<file path="src/rtl/filter_pkg.sv">
// rtl/filter_pkg.sv - shared types for the filter sequencer
package filter_pkg;

    typedef enum logic [1:0] {
        COLOUR     = 2'd0,
        BLUR       = 2'd1,
        BRIGHTNESS = 2'd2,
        EDGES      = 2'd3
    } filter_t;

    typedef enum logic [1:0] {
        WAIT_SOP = 2'd0,
        IN_FRAME = 2'd1,
        GAP      = 2'd2
    } seq_state_t;

endpackage

</file>
<file path="src/rtl/button_debounce.sv">
// rtl/button_debounce.sv - pushbutton synchroniser, debouncer and press edge detector
module button_debounce #(
    parameter int DEBOUNCE_CYCLES = 50000
) (
    input  logic clk,
    input  logic reset,
    input  logic btn_raw,
    output logic press
);
    localparam int CW = $clog2(DEBOUNCE_CYCLES + 1);

    logic          sync1_q, sync1_d;
    logic          sync2_q, sync2_d;
    logic          stable_q, stable_d;
    logic          press_q, press_d;
    logic [CW-1:0] cnt_q, cnt_d;

    always_comb begin
        sync1_d  = btn_raw;
        sync2_d  = sync1_q;
        stable_d = stable_q;
        press_d  = 1'b0;
        cnt_d    = '0;
        // Any return to the stable level restarts the hold count.
        if (sync2_q != stable_q) begin
            if (cnt_q == CW'(DEBOUNCE_CYCLES - 1)) begin
                stable_d = sync2_q;
                press_d  = sync2_q;
            end else begin
                cnt_d = cnt_q + CW'(1);
            end
        end
    end

    always_ff @(posedge clk) begin
        if (!reset) begin
            sync1_q  <= 1'b0;
            sync2_q  <= 1'b0;
            stable_q <= 1'b0;
            press_q  <= 1'b0;
            cnt_q    <= '0;
        end else begin
            sync1_q  <= sync1_d;
            sync2_q  <= sync2_d;
            stable_q <= stable_d;
            press_q  <= press_d;
            cnt_q    <= cnt_d;
        end
    end

    assign press = press_q;

endmodule

</file>
<file path="src/rtl/filter_sequencer.sv">
// rtl/filter_sequencer.sv - frame-aligned filter/frequency selection control
module filter_sequencer
    import filter_pkg::*;
#(
    parameter int DEBOUNCE_CYCLES = 50000,
    parameter int AUTO_FRAMES     = 120,
    parameter int FC_WIDTH        = 16
) (
    input  logic                clk,
    input  logic                reset,
    input  logic                btn_next,
    input  logic                auto_en,
    input  logic [1:0]          freq_flag_in,
    input  logic                sop,
    input  logic                eop,
    input  logic                valid,
    input  logic                ready,
    output logic [1:0]          filter_num,
    output logic [1:0]          freq_flag,
    output logic [FC_WIDTH-1:0] frame_count,
    output logic                switch_pulse
);
    localparam int AW = $clog2(AUTO_FRAMES + 1);

    seq_state_t          state_q, state_d;
    logic [1:0]          pend_num_q, pend_num_d;
    logic [1:0]          pend_flag_q, pend_flag_d;
    logic [AW-1:0]       auto_cnt_q, auto_cnt_d;
    logic [1:0]          filter_num_q, filter_num_d;
    logic [1:0]          freq_flag_q, freq_flag_d;
    logic [FC_WIDTH-1:0] frame_count_q, frame_count_d;
    logic                switch_pulse_q, switch_pulse_d;

    logic press, beat, sop_beat, eop_beat, auto_tick, commit;

    button_debounce #(.DEBOUNCE_CYCLES(DEBOUNCE_CYCLES)) u_debounce (
        .clk     (clk),
        .reset   (reset),
        .btn_raw (btn_next),
        .press   (press)
    );

    always_comb begin
        beat     = valid & ready;
        sop_beat = beat & sop;
        eop_beat = beat & eop;

        auto_tick  = 1'b0;
        auto_cnt_d = auto_cnt_q;
        if (!auto_en) begin
            auto_cnt_d = '0;
        end else if (eop_beat) begin
            if (auto_cnt_q == AW'(AUTO_FRAMES - 1)) begin
                auto_tick  = 1'b1;
                auto_cnt_d = '0;
            end else begin
                auto_cnt_d = auto_cnt_q + AW'(1);
            end
        end

        pend_num_d  = pend_num_q + {1'b0, press} + {1'b0, auto_tick};
        pend_flag_d = freq_flag_in;

        state_d = state_q;
        commit  = 1'b0;
        case (state_q)
            WAIT_SOP: if (sop_beat) state_d = eop ? GAP : IN_FRAME;
            IN_FRAME: if (eop_beat) begin
                state_d = GAP;
                commit  = 1'b1;
            end
            GAP: begin
                // An idle bus between frames is a safe point to apply late changes.
                if (sop_beat) begin
                    if (eop) commit  = 1'b1;
                    else     state_d = IN_FRAME;
                end else if (!valid) begin
                    commit = 1'b1;
                end
            end
            default: state_d = WAIT_SOP;
        endcase

        filter_num_d   = commit ? pend_num_q  : filter_num_q;
        freq_flag_d    = commit ? pend_flag_q : freq_flag_q;
        switch_pulse_d = commit && ((pend_num_q != filter_num_q) || (pend_flag_q != freq_flag_q));
        frame_count_d  = frame_count_q;
        if (eop_beat && (state_q != WAIT_SOP)) frame_count_d = frame_count_q + FC_WIDTH'(1);
    end

    always_ff @(posedge clk) begin
        if (!reset) begin
            state_q        <= WAIT_SOP;
            pend_num_q     <= '0;
            pend_flag_q    <= '0;
            auto_cnt_q     <= '0;
            filter_num_q   <= '0;
            freq_flag_q    <= '0;
            frame_count_q  <= '0;
            switch_pulse_q <= 1'b0;
        end else begin
            state_q        <= state_d;
            pend_num_q     <= pend_num_d;
            pend_flag_q    <= pend_flag_d;
            auto_cnt_q     <= auto_cnt_d;
            filter_num_q   <= filter_num_d;
            freq_flag_q    <= freq_flag_d;
            frame_count_q  <= frame_count_d;
            switch_pulse_q <= switch_pulse_d;
        end
    end

    assign filter_num   = filter_num_q;
    assign freq_flag    = freq_flag_q;
    assign frame_count  = frame_count_q;
    assign switch_pulse = switch_pulse_q;

endmodule

</file>
<file path="config.mk">
export PLATFORM = sky130hd
export DESIGN_NAME = filter_sequencer
export DESIGN_NICKNAME = d
export VERILOG_FILES = /design/src/rtl/filter_pkg.sv /design/src/rtl/button_debounce.sv /design/src/rtl/filter_sequencer.sv
export SDC_FILE = /design/constraint.sdc
export NUM_CORES = 1
export LEC_CHECK = 0
export CORE_ASPECT_RATIO = 1.5
export CORE_UTILIZATION = 50
export DETAILED_ROUTE_END_ITERATION = 8
export PLACE_DENSITY = 0.74
export SYNTH_ARGS = -nofsm -noshare
export SYNTH_HDL_FRONTEND = slang
export SYNTH_SLANG_ARGS = --single-unit
</file>
<file path="constraint.sdc">
create_clock -name clk -period 3.68 [get_ports clk]
set_clock_uncertainty 0.05 [all_clocks]
set_input_delay 0.368 -clock clk [delete_from_list [all_inputs] [get_ports clk]]
set_output_delay 0.368 -clock clk [all_outputs]
set_load 0.005 [all_outputs]
</file>
==> insert_results.sql <==
INSERT INTO impl_metrics (metric_group, metric, value, unit) VALUES
('finish', 'finalNetCount', '327', ''),
('timing', 'max_freq', '0.439', 'GHz'),
('finish', 'multiInputGateArea', '1400', 'um2'),
('yosys', 'yosysWarnings', '0', ''),
('global_route', 'met1_usage', '0.213', ''),
('die', 'floorplan.rows', '31', ''),
('critical_path', 'critical_path_required', '3.83', 'ns'),
('power_and_ir_drop', 'cellInternalPower', '0.000829', 'W'),
('drt', 'via_count', '1965', ''),
('timing', 'worst_slew_pin_slew', '0.601', 'ns'),
('drt', 'route.detailed.vias_per_inst', '5.21', ''),
('clocking', 'tritoncts', 'built', ''),
('yosys', 'netlist-cell-type-count', '49', ''),
('die', 'floorplan.core_area', '4890', 'um2'),
('drt', 'detail_route.iter0.violations', '69', ''),
('timing', 'worst_slew_margin_rel', '0.596', ''),
('worst_hold_path', 'worstHoldEndpoint', 'u_debounce.sync2_q', ''),
('yosys', 'synth.yosys.seq_area_share', '0.421', ''),
('clocking', 'cts.root.buffer_cell', 'sky130_fd_sc_hd__clkbuf_8', ''),
('yosys', 'synth_area_per_cell', '9.13', 'um2'),
('yosys', 'synth_flop_cell', 'sky130_fd_sc_hd__dfxtp_1', ''),
('global_route', 'antenna_violations_before_repair', '0', ''),
('yosys', 'syn-num-nets', '298', ''),
('yosys', 'synth-seq-cells', '54', ''),
('critical_path', 'r2r_start', 'state_q[0]', ''),
('worst_hold_path', 'worstHoldPathCells', '1', ''),
('global_route', 'grtUsageMet2', '0.332', ''),
('global_route', 'grt_util_all_layers', '0.187', ''),
('die', 'design.die.area', '5430', 'um2'),
('yosys', 'ys_async_sr_fraction', '0', ''),
('power_and_ir_drop', 'power_switching_share', '0.252', ''),
('die', 'floorplan.io_pins', '31', ''),
('clocking', 'cts-htree-levels', '2', ''),
('power_and_ir_drop', 'power.switching', '0.000280', 'W'),
('clocking', 'cts_buffers', '5', ''),
('finish', 'nFillCells', '441', ''),
('critical_path', 'regToRegEndpoint', 'frame_count[13]', ''),
('outcome', 'status', 'finished clean', ''),
('critical_path', 'critical_path.top_delay_family', 'simple AND/OR/NAND/NOR gates', ''),
('critical_path', 'setup.worst_path.start_class', 'input port', ''),
('worst_hold_path', 'holdCritStartpoint', 'u_debounce.sync1_q', ''),
('timing', 'setup_violations', '0', ''),
('clocking', 'cts.sink_count', '54', ''),
('critical_path', 'worstSetupPathType', 'input port to flip-flop', ''),
('power_and_ir_drop', 'seqPwrFrac', '0.551', ''),
('clocking', 'cts_post_setup_buffers_inserted', '0', ''),
('yosys', 'syn_inst', '281', ''),
('finish', 'num_antenna_cells', '0', ''),
('critical_path', 'critical_path.max_fanout', '8', ''),
('clocking', 'clock_tree_buffer_depth', '2', ''),
('timing', 'hold_violations', '0', ''),
('drt', 'drt_drc_violations_left', '0', ''),
('clocking', 'clock_pin_transition_on_the_worst_setup_and_hold_timing_paths', '0.09', 'ns'),
('critical_path', 'path_cells', 'clkdlybuf4s50_1 > nand4_1 > nor3_1 > and4_1 > fa_1 > and2_1', ''),
('timing', 'finalWorstSetupSlack', '1.40', 'ns'),
('power_and_ir_drop', 'pwr-share-comb', '0.150', ''),
('clocking', 'ctsResizeCount', '0', ''),
('die', 'die_h', '89.7', 'um'),
('global_route', 'grt_busiest_layer', 'met2', ''),
('yosys', 'synth-edff-count', '0', ''),
('clocking', 'worst_skew_pair.late_latency', '0.30', 'ns'),
('power_and_ir_drop', 'pwr_dens', '369', 'nW/um2'),
('yosys', 'syn-cell-area', '2560', 'um2'),
('power_and_ir_drop', 'p_leak', '1.06', 'nW'),
('power_and_ir_drop', 'power.ir.vdd_worst', '0.213', 'mV'),
('power_and_ir_drop', 'clock_power_share', '0.298', ''),
('worst_hold_path', 'hold_class', 'flip-flop to flip-flop', ''),
('critical_path', 'cp_data_arrival_time', '2.43', 'ns'),
('timing', 'finalSetupTns', '0', 'ns'),
('critical_path', 'cp-end-kind', 'flip-flop', ''),
('finish', 'ff_latch_area', '1080', 'um2');
==> Yosys cell counts (2+ instances only) <==
cell,number,share of area
sky130_fd_sc_hd__dfxtp_1,54,0.42
sky130_fd_sc_hd__nor2_1,28,0.041
sky130_fd_sc_hd__nand4_1,10,0.024
sky130_fd_sc_hd__inv_1,12,0.018
sky130_fd_sc_hd__nand3b_1,2,0.0059
sky130_fd_sc_hd__nand3_1,12,0.023
sky130_fd_sc_hd__or3_1,4,0.0098
sky130_fd_sc_hd__nand2b_1,2,0.0049
sky130_fd_sc_hd__nor2b_1,2,0.0049
sky130_fd_sc_hd__ha_1,6,0.029
sky130_fd_sc_hd__and2_1,17,0.041
sky130_fd_sc_hd__nor3b_1,2,0.0059
sky130_fd_sc_hd__or4b_1,2,0.0078
sky130_fd_sc_hd__nor3_1,9,0.018
sky130_fd_sc_hd__xnor2_1,25,0.085
sky130_fd_sc_hd__and3_1,4,0.0098
sky130_fd_sc_hd__mux2i_1,8,0.031
sky130_fd_sc_hd__nand2_1,22,0.032
sky130_fd_sc_hd__clkbuf_1,6,0.0088
sky130_fd_sc_hd__nor4_1,8,0.020
sky130_fd_sc_hd__a21boi_1,3,0.0088
sky130_fd_sc_hd__a211oi_1,2,0.0059
sky130_fd_sc_hd__and4_1,2,0.0068
sky130_fd_sc_hd__xor2_1,10,0.034
sky130_fd_sc_hd__o21ai_0,5,0.0098
==> per-stage QoR <==
stage / power [W] / util / instance area, um2 / cells / hold WS, ns
6_report: 0.00111 / 0.615 / 3010 / 377 / 0.397
5_1_grt: 0.00117 / 0.615 / 3010 / 377 / 0.415
4_1_cts: 0.00112 / 0.615 / 3010 / 377 / 0.403
3_5_place_dp: 0.000791 / 0.597 / 2920 / 369 / 0.374
3_3_place_gp: 0.000788 / 0.597 / 2920 / 369 / 0.371
2_1_floorplan: 0.000748 / - / 2560 / 281 / 0.362
==> cell families (layout without fill, tap and decap cells) <==
logic type      Yosys count  in the layout  synth area share
xor+xnor                 35             35             0.120
compound gates           19             19            0.0517
flops                    54             54             0.421
simple gates            137            137             0.306
fa+ha+maj                 7              7            0.0371
mux                       8              8            0.0312
buf+inv                  21             51            0.0332
==> worst max path at each step <==
stage,from,end,depth (start not counted)
2_1_floorplan,state_q[0],frame_count[13],7
3_3_place_gp,eop,pend_num_q[0],6
3_5_place_dp,eop,pend_num_q[0],6
4_1_cts,eop,pend_num_q[0],6
5_1_grt,eop,pend_num_q[0],6
6_report,eop,pend_num_q[0],6
==> cells in the final DEF, fill, tap and decap left out, types with 2 or more instances in the layout <==
| master | instances |
|---|---|
| sky130_fd_sc_hd__nor2b_1 | 2 |
| sky130_fd_sc_hd__nand2_1 | 22 |
| sky130_fd_sc_hd__mux2i_1 | 8 |
| sky130_fd_sc_hd__or3_1 | 4 |
| sky130_fd_sc_hd__and2_1 | 17 |
| sky130_fd_sc_hd__a21boi_1 | 3 |
| sky130_fd_sc_hd__nand4_1 | 10 |
| sky130_fd_sc_hd__clkdlybuf4s50_1 | 30 |
| sky130_fd_sc_hd__nor2_1 | 28 |
| sky130_fd_sc_hd__xor2_1 | 10 |
| sky130_fd_sc_hd__ha_1 | 6 |
| sky130_fd_sc_hd__and4_1 | 2 |
| sky130_fd_sc_hd__nand3_1 | 12 |
| sky130_fd_sc_hd__xnor2_1 | 25 |
| sky130_fd_sc_hd__inv_1 | 12 |
| sky130_fd_sc_hd__or4b_1 | 2 |
| sky130_fd_sc_hd__clkbuf_8 | 6 |
| sky130_fd_sc_hd__and3_1 | 4 |
| sky130_fd_sc_hd__o21ai_0 | 5 |
| sky130_fd_sc_hd__nor3_1 | 9 |
| sky130_fd_sc_hd__nor3b_1 | 2 |
| sky130_fd_sc_hd__dfxtp_1 | 54 |
| sky130_fd_sc_hd__nand3b_1 | 2 |
| sky130_fd_sc_hd__a211oi_1 | 2 |
| sky130_fd_sc_hd__nor4_1 | 8 |
| sky130_fd_sc_hd__nand2b_1 | 2 |
==> per-layer routing <==
layer | part of all wire | routed length [um]
met2 | 0.52 | 2360
met1 | 0.44 | 2030
met4 | 0.015 | 68
met3 | 0.024 | 110
met5 | 0 | 0
==> cell type report <==
| cell class | count | share of cell area |
|---|---|---|
| Sequential cell | 54 | 0.360 |
| Multi-Input combinational cell | 206 | 0.465 |
| Inverter | 12 | 0.0150 |
| Timing Repair Buffer | 31 | 0.102 |
| Tap cell | 66 | 0.0275 |
| Clock inverter | 1 | 0.00166 |
| Clock buffer | 7 | 0.0287 |
==> power groups by stage <==
| stage | combinational (W) | clock, W | sequential (W) |
|---|---|---|---|
| global placement | 0.000163 | 0 | 0.000626 |
| global route | 0.000186 | 0.000367 | 0.000615 |
| detailed placement | 0.000165 | 0 | 0.000625 |
| CTS | 0.000167 | 0.000341 | 0.000612 |
| floorplan | 0.000125 | 0 | 0.000623 |
| finish | 0.000167 | 0.000331 | 0.000612 |
==> flip-flops by register name (all words and copies together) (netlist names) <==
register and count:
freq_flag 2, switch_pulse 1, u_debounce.press 1, u_debounce.cnt_q 16, state_q 2, pend_num_q 2
filter_num 2, u_debounce.sync1_q 1, auto_cnt_q 7, frame_count 16, u_debounce.stable_q 1, pend_flag_q 2
u_debounce.sync2_q 1
Power figures use the tool's default switching activity.
